--- src/rtl/conv_window_ctrl_if.sv ---
// conv_window_ctrl_if: pixel stream in, line_buffer drive and window strobes out
interface conv_window_ctrl_if;
    logic        enable;
    logic [7:0]  s_pixel;
    logic        s_valid;
    logic        s_sof;
    logic        s_eol;
    logic        s_ready;
    logic [7:0]  lb_pixel;
    logic        lb_pixel_valid;
    logic        lb_reset;
    logic        win_valid;
    logic [9:0]  win_row;
    logic [9:0]  win_col;
    logic        win_border;
    logic        frame_done;
    logic        err_line;
    logic        err_sof;
    logic [15:0] frame_count;
    modport master (
        output enable, s_pixel, s_valid, s_sof, s_eol,
        input  s_ready, lb_pixel, lb_pixel_valid, lb_reset, win_valid, win_row, win_col,
               win_border, frame_done, err_line, err_sof, frame_count
    );
    modport slave (
        input  enable, s_pixel, s_valid, s_sof, s_eol,
        output s_ready, lb_pixel, lb_pixel_valid, lb_reset, win_valid, win_row, win_col,
               win_border, frame_done, err_line, err_sof, frame_count
    );
endinterface

--- src/rtl/conv_window_ctrl.sv ---
// conv_window_ctrl: frames a pixel stream into line_buffer and emits aligned 3x3 window strobes
module conv_window_ctrl #(
    parameter int IMAGE_WIDTH  = 640,
    parameter int IMAGE_HEIGHT = 480
) (
    input logic               clk,
    input logic               reset,
    conv_window_ctrl_if.slave bus
);
    localparam logic [2:0] IDLE = 3'd0, FILL = 3'd1, RUN = 3'd2, DONE = 3'd3, RESYNC = 3'd4;
    localparam logic [9:0] LAST_COL = 10'(IMAGE_WIDTH - 1);
    localparam logic [9:0] LAST_ROW = 10'(IMAGE_HEIGHT - 1);
    logic [2:0]  state_q, state_d;
    logic [9:0]  col_q, col_d, row_q, row_d;
    logic [7:0]  lb_pixel_q;
    logic        lb_valid_q, lb_reset_q, err_line_q, err_sof_q;
    logic        p_valid_q;
    logic [9:0]  p_row_q, p_col_q;
    logic        win_valid_q, win_border_q;
    logic [9:0]  win_row_q, win_col_q;
    logic [15:0] frame_count_q;
    logic        accept, waiting, in_frame, sof_go, last_col, bad_eol, bad_sof, fwd, pipe_win;
    assign bus.s_ready        = state_q != DONE;
    assign bus.lb_pixel       = lb_pixel_q;
    assign bus.lb_pixel_valid = lb_valid_q;
    assign bus.lb_reset       = lb_reset_q;
    assign bus.win_valid      = win_valid_q;
    assign bus.win_row        = win_row_q;
    assign bus.win_col        = win_col_q;
    assign bus.win_border     = win_border_q;
    assign bus.frame_done     = state_q == DONE;
    assign bus.err_line       = err_line_q;
    assign bus.err_sof        = err_sof_q;
    assign bus.frame_count    = frame_count_q;
    // Accept qualification, geometry checks and next position/state
    always_comb begin
        accept   = bus.s_valid && bus.s_ready;
        waiting  = state_q == IDLE || state_q == RESYNC;
        in_frame = state_q == FILL || state_q == RUN;
        last_col = col_q == LAST_COL;
        sof_go   = waiting && accept && bus.s_sof && bus.enable;
        bad_eol  = in_frame && accept && (bus.s_eol != last_col);
        bad_sof  = in_frame && accept && bus.s_sof && (col_q != 10'd0 || row_q != 10'd0);
        fwd      = sof_go || (in_frame && accept && !bad_eol && !bad_sof);
        pipe_win = p_valid_q && p_row_q >= 10'd2 && p_col_q >= 10'd2;
        state_d  = state_q;
        col_d    = col_q;
        row_d    = row_q;
        if (sof_go) begin
            state_d = FILL;
            col_d   = 10'd1;
            row_d   = 10'd0;
        end else if (bad_eol || bad_sof) begin
            state_d = RESYNC;
        end else if (fwd) begin
            if (last_col) begin
                col_d   = 10'd0;
                row_d   = row_q + 10'd1;
                state_d = row_q == LAST_ROW ? DONE : (row_d == 10'd2 ? RUN : state_q);
            end else begin
                col_d = col_q + 10'd1;
            end
        end else if (state_q == DONE) begin
            state_d = IDLE;
        end
    end
    // Frame state and next-expected pixel position
    always_ff @(posedge clk or negedge reset) begin
        if (!reset) begin
            state_q <= IDLE;
            col_q   <= '0;
            row_q   <= '0;
        end else begin
            state_q <= state_d;
            col_q   <= col_d;
            row_q   <= row_d;
        end
    end
    // line_buffer write stream, its reset, and error pulses (one cycle after accept)
    always_ff @(posedge clk or negedge reset) begin
        if (!reset) begin
            lb_pixel_q <= '0;
            lb_valid_q <= 1'b0;
            lb_reset_q <= 1'b1;
            err_line_q <= 1'b0;
            err_sof_q  <= 1'b0;
        end else begin
            lb_valid_q <= fwd;
            if (fwd) lb_pixel_q <= bus.s_pixel;
            lb_reset_q <= (waiting || state_q == DONE) && !sof_go;
            err_line_q <= bad_eol;
            err_sof_q  <= bad_sof;
        end
    end
    // Two-stage window pipeline so strobes line up with line_buffer's registered outputs
    always_ff @(posedge clk or negedge reset) begin
        if (!reset) begin
            p_valid_q    <= 1'b0;
            p_row_q      <= '0;
            p_col_q      <= '0;
            win_valid_q  <= 1'b0;
            win_row_q    <= '0;
            win_col_q    <= '0;
            win_border_q <= 1'b0;
        end else begin
            p_valid_q    <= fwd;
            p_row_q      <= sof_go ? 10'd0 : row_q;
            p_col_q      <= sof_go ? 10'd0 : col_q;
            win_valid_q  <= pipe_win;
            win_border_q <= pipe_win && (p_col_q == 10'd2 || p_col_q == LAST_COL ||
                                         p_row_q == 10'd2 || p_row_q == LAST_ROW);
            if (pipe_win) begin
                win_row_q <= p_row_q - 10'd1;
                win_col_q <= p_col_q - 10'd1;
            end
        end
    end
    // Completed-frame counter, bumped during the DONE cycle
    always_ff @(posedge clk or negedge reset) begin
        if (!reset) frame_count_q <= '0;
        else if (state_q == DONE) frame_count_q <= frame_count_q + 16'd1;
    end
endmodule
--- src/flat_wrapper.sv ---
// flat-port wrapper written by rule: the top's interface ports become plain ports
module conv_window_ctrl_flat 
#(
    parameter int IMAGE_WIDTH  = 640,
    parameter int IMAGE_HEIGHT = 480
)
  (clk, reset, bus_enable, bus_s_pixel, bus_s_valid, bus_s_sof, bus_s_eol, bus_s_ready, bus_lb_pixel, bus_lb_pixel_valid, bus_lb_reset, bus_win_valid, bus_win_row, bus_win_col, bus_win_border, bus_frame_done, bus_err_line, bus_err_sof, bus_frame_count);
  conv_window_ctrl_if bus_i ();
  input logic clk;
  input logic reset;
  input wire logic [$bits(bus_i.enable)-1:0] bus_enable;
  input wire logic [$bits(bus_i.s_pixel)-1:0] bus_s_pixel;
  input wire logic [$bits(bus_i.s_valid)-1:0] bus_s_valid;
  input wire logic [$bits(bus_i.s_sof)-1:0] bus_s_sof;
  input wire logic [$bits(bus_i.s_eol)-1:0] bus_s_eol;
  output wire logic [$bits(bus_i.s_ready)-1:0] bus_s_ready;
  output wire logic [$bits(bus_i.lb_pixel)-1:0] bus_lb_pixel;
  output wire logic [$bits(bus_i.lb_pixel_valid)-1:0] bus_lb_pixel_valid;
  output wire logic [$bits(bus_i.lb_reset)-1:0] bus_lb_reset;
  output wire logic [$bits(bus_i.win_valid)-1:0] bus_win_valid;
  output wire logic [$bits(bus_i.win_row)-1:0] bus_win_row;
  output wire logic [$bits(bus_i.win_col)-1:0] bus_win_col;
  output wire logic [$bits(bus_i.win_border)-1:0] bus_win_border;
  output wire logic [$bits(bus_i.frame_done)-1:0] bus_frame_done;
  output wire logic [$bits(bus_i.err_line)-1:0] bus_err_line;
  output wire logic [$bits(bus_i.err_sof)-1:0] bus_err_sof;
  output wire logic [$bits(bus_i.frame_count)-1:0] bus_frame_count;
  assign bus_i.enable = bus_enable;
  assign bus_i.s_pixel = bus_s_pixel;
  assign bus_i.s_valid = bus_s_valid;
  assign bus_i.s_sof = bus_s_sof;
  assign bus_i.s_eol = bus_s_eol;
  assign bus_s_ready = bus_i.s_ready;
  assign bus_lb_pixel = bus_i.lb_pixel;
  assign bus_lb_pixel_valid = bus_i.lb_pixel_valid;
  assign bus_lb_reset = bus_i.lb_reset;
  assign bus_win_valid = bus_i.win_valid;
  assign bus_win_row = bus_i.win_row;
  assign bus_win_col = bus_i.win_col;
  assign bus_win_border = bus_i.win_border;
  assign bus_frame_done = bus_i.frame_done;
  assign bus_err_line = bus_i.err_line;
  assign bus_err_sof = bus_i.err_sof;
  assign bus_frame_count = bus_i.frame_count;
  conv_window_ctrl #(.IMAGE_WIDTH(IMAGE_WIDTH), .IMAGE_HEIGHT(IMAGE_HEIGHT)) u_core (.clk(clk), .reset(reset), .bus(bus_i));
endmodule
--- config.mk ---
export PLATFORM = sky130hd
export DESIGN_NAME = conv_window_ctrl_flat
export DESIGN_NICKNAME = d
export VERILOG_FILES = /design/src/rtl/conv_window_ctrl_if.sv /design/src/rtl/conv_window_ctrl.sv /design/src/flat_wrapper.sv
export SDC_FILE = /design/constraint.sdc
export NUM_CORES = 1
export LEC_CHECK = 0
export BUFFER_PORTS_ARGS = -buffer_cell sky130_fd_sc_hd__buf_4
export CAP_MARGIN = 15
export CORE_MARGIN = 5
export CORE_UTILIZATION = 35
export DETAILED_ROUTE_END_ITERATION = 6
export HOLD_SLACK_MARGIN = 0.15
export PLACE_DENSITY = 0.52
export RECOVER_POWER = 50
export SYNTH_ARGS = -nofsm -noshare
export SYNTH_HDL_FRONTEND = slang
export SYNTH_SLANG_ARGS = --single-unit
--- constraint.sdc ---
create_clock -name clk -period 2.3 [get_ports clk]
set_input_delay 0.46 -clock clk [delete_from_list [all_inputs] [get_ports clk]]
set_output_delay 0.46 -clock clk [all_outputs]
set_load 0.05 [all_outputs]
==> results.tsv <==
stage	metric	value	unit
routing	ANT nets after route	0	
finish	ant diodes	0	
yosys	Avg Inst Size Synth	10.3	um^2
placed_design	Final GP Congestion	0.852	
timing	fmax	427	MHz
hold_path	Tightest Hold Check Type	in2reg	
routing	DR DRC count	0	
power	Comb pwr share	33.7	%
routing	Routed WL	9930	um
floorplanning	# rows	41	
global_routing	grt total ovfl	0	
clock_network	Longest Clk Path Bufs	2	
clock_network	clock slew at reported path FFs	0.07	ns
timing	Hold WS	0.345	ns
setup_path	reg-to-reg slack, setup	-0.04	ns
finish	Area growth syn-to-layout	33.3	%
setup_path	arrival time at the worst endpoint	2.61	ns
yosys	Seq/Total Area, Yosys	53.0	%
global_routing	first-pass GRT wire length	16400	um
setup_path	crit end category	flop	
timing	final worst setup slack	-0.0438	ns
run_status	status	finished with violations	
finish	fin nets	562	
routing	DR WL/cell	13.9	um
power	switch share	35.4	%
power	clock share of power	28.8	%
setup_path	Worst setup SP type	flop	
clock_network	CTS tree	built	
floorplanning	Initial Util	35.3	%
finish	share of layout cells above drive strength 1	29.4	%
yosys	synthesized area	0.00440	mm^2
floorplanning	Die ar.	0.0149	mm^2
clock_network	CTS sink cnt	93	
placed_design	Placed Instances	691	
yosys	Post-Syn Instances	428	
floorplanning	DIE HEIGHT	122	um
floorplanning	# IOs	66	
clock_network	# H-tree levels	3	
clock_network	Worst-Skew Late Latency	0.34	ns
global_routing	initial antenna violation count	0	
routing	routed via count	3421	
setup_path	CP Max Fanout	8	
setup_path	crit path kind	reg2reg	
power	pwr dens	948	mW/mm^2
finish	post-route cell area	0.00586	mm^2
yosys	Synth cell types	51	
timing	Rel. slew slack	39.8	%
timing	final hold violation count	0	
placed_design	placed instance area	0.00539	mm^2
yosys	Post-synth EDFFs	0	
floorplanning	Core Box Area	0.0125	mm^2
clock_network	clock tree root driver cell	clkbuf_16	
timing	Worst Tran Pin Value	0.903	ns
timing	fin crit period	2.34	ns
power	peak supply drop	0.651	mV
power	sequential share of power	37.6	%
global_routing	largest net degree at the start of global routing	39	
power	P_sw	1.97	mW
run_status	failing checks	setup timing	
yosys	synthesized flop and latch total	93	
timing	Final Cycle Share	102	%
timing	RSZ-0062 raised after global routing	true	
routing	Vias/cell	4.80	
yosys	ys async rst share	100	%
yosys	Syn Nets	454	
yosys	Main synth FF type	dfrtp_1	
global_routing	number of global-route vias before repair	3379	
placed_design	port bufs	65	
global_routing	Total GRT Usage	13.8	%
clock_network	CTS buffer count	9	
setup_path	Req. time, crit path	2.57	ns
routing	First-pass DRT Iterations	5	
power	Pint	3.59	mW
floorplanning	Die Span X	122	um
timing	setup violators final	4	
yosys	Ys Warns	0	
routing	initial DRC count	170	
power	total power	5.56	mW
power	P_leak	2.79	nW
run	Max-cap violations	0	
finish	Finished Layout Cells	713	
timing	Final Skew	0.00692	ns
placed_design	Detailed Place HPWL	7260	um
timing	Max Transition Viols Final	0	
## cells in the mapped netlist (all sizes together) (2+ instances only)
cell | number | area share (%)
and3 | 7 | 1.0
nor3b | 2 | 0.34
xor2 | 16 | 3.2
clkbuf | 12 | 1.0
nand2 | 49 | 4.2
nand3 | 21 | 2.4
xnor2 | 25 | 5.0
o31ai | 2 | 0.65
and4 | 5 | 1.0
inv | 12 | 1.0
and2 | 19 | 2.7
ha | 12 | 3.4
or3 | 13 | 1.8
nor2 | 28 | 2.4
dfrtp | 92 | 52
mux2 | 8 | 2.0
buf | 2 | 0.37
nor3 | 8 | 1.0
o21ai | 30 | 3.4
a31oi | 3 | 0.43
or4 | 4 | 0.77
nand4 | 11 | 1.6
a21oi | 15 | 1.8
nor4b | 2 | 0.40
nor4 | 6 | 0.85
nand3b | 4 | 0.68
## repair_timing
item                                    in CTS  in global routing
endpoints found under the setup margin       6                 29
pin swaps                                    0                 11
hold buffers                                 1                  0
hold endpoints to repair                    36                  0
gates resized for setup                      2                 32
setup buffers                                0                  6
cloned                                       0                  1
## worst paths after layout
check | from | to | cells after the start
setup / recovery | u_core.row_q[7] | u_core.col_q[9] | 6
hold / removal | bus_s_pixel[0] | u_core.bus.lb_pixel[0] | 2
setup reg to reg | u_core.row_q[7] | u_core.col_q[9] | 6
hold reg to reg | u_core.bus.win_col[3] | u_core.bus.win_col[3] | 2
max in group asynchronous | reset | u_core.bus.lb_reset | 3
min in group asynchronous | reset | u_core.p_row_q[4] | 2
## per-stage QoR
stage	setup TNS [ns]	utilization [%]	worst slack [ns]
floorplan	0	-	0.00213
global placement	0	43.3	0.00986
detailed placement	-0.144	43.3	-0.0389
CTS	-0.101	46.0	-0.0344
global route	-1.47	47.0	-0.146
finish	-0.112	47.0	-0.0438
## cell families after synthesis
group / after synthesis / share of synthesized area (%)
simple gates: 184 / 22.0
flops: 93 / 53.0
compound gates: 63 / 8.88
xor+xnor: 41 / 8.17
buf+inv: 27 / 2.50
fa+ha+maj: 12 / 3.41
mux: 8 / 2.05
## final cells by class
cell class / instances / area [um^2]
Fill cell: 1193 / 6610
Sequential cell: 93 / 2330
Clock buffer: 9 / 225
Timing Repair Buffer: 111 / 847
Inverter: 13 / 50.0
Multi-Input combinational cell: 308 / 2100
Tap cell: 172 / 215
Clock inverter: 7 / 98.8
## cell usage in the layout (no fill, tap or decap), types with 3 or more instances in the layout
master and n:
buf_4 94, dfrtp_1 92, nand2_1 46, nor2_1 28, o21ai_0 27, xnor2_1 24, and2_1 18, xor2_1 16
nand3_1 15, inv_1 12, a21oi_1 12, ha_1 12, nand4_1 11, or3_1 10, clkbuf_16 9, mux2_2 8
nor3_1 7, nor4_1 6, and3_1 6, clkbuf_1 6, and4_1 5, nand3_2 5, buf_6 5, nand3b_1 4
or3_4 3, a31oi_1 3
## layer usage
layer | GRT usage, % | wire, um | part of all wire, %
met1 | 19.2 | 4840 | 49
met2 | 20.8 | 4490 | 45
met3 | 3.71 | 434 | 4.4
met4 | 5.04 | 165 | 1.7
met5 | 0 | 0 | 0
## flip-flops by register name (all words and copies together) (netlist names)
register,cells
u_core.bus.err_sof,1
u_core.bus.frame_count,16
u_core.col_q,10
u_core.bus.lb_pixel,8
u_core.bus.lb_pixel_valid,1
u_core.bus.win_col,10
u_core.p_row_q,10
u_core.row_q,10
u_core.bus.win_valid,1
u_core.bus.err_line,1
u_core.bus.win_border,1
u_core.p_col_q,10
u_core.bus.win_row,10
u_core.state_q,3
u_core.bus.lb_reset,1
## power by group through the flow
stage               sequential (mW)  clock [mW]  combinational (mW)
finish                         2.09        1.60                1.87
global route                   2.12        1.72                2.05
CTS                            2.08        1.66                1.82
detailed placement             2.11           0                1.81
global placement               2.11           0                1.80
floorplan                      2.52           0               0.769
## worst max-delay path: stages, from the launching register on
cell and delay [ns]:
dfrtp_1 0.38, or3_4 0.39, or4_4 0.44, o31ai_4 0.26, a21oi_4 0.14, or4_1 0.51, a21oi_1 0.15
(Power assumes the default switching activity.)
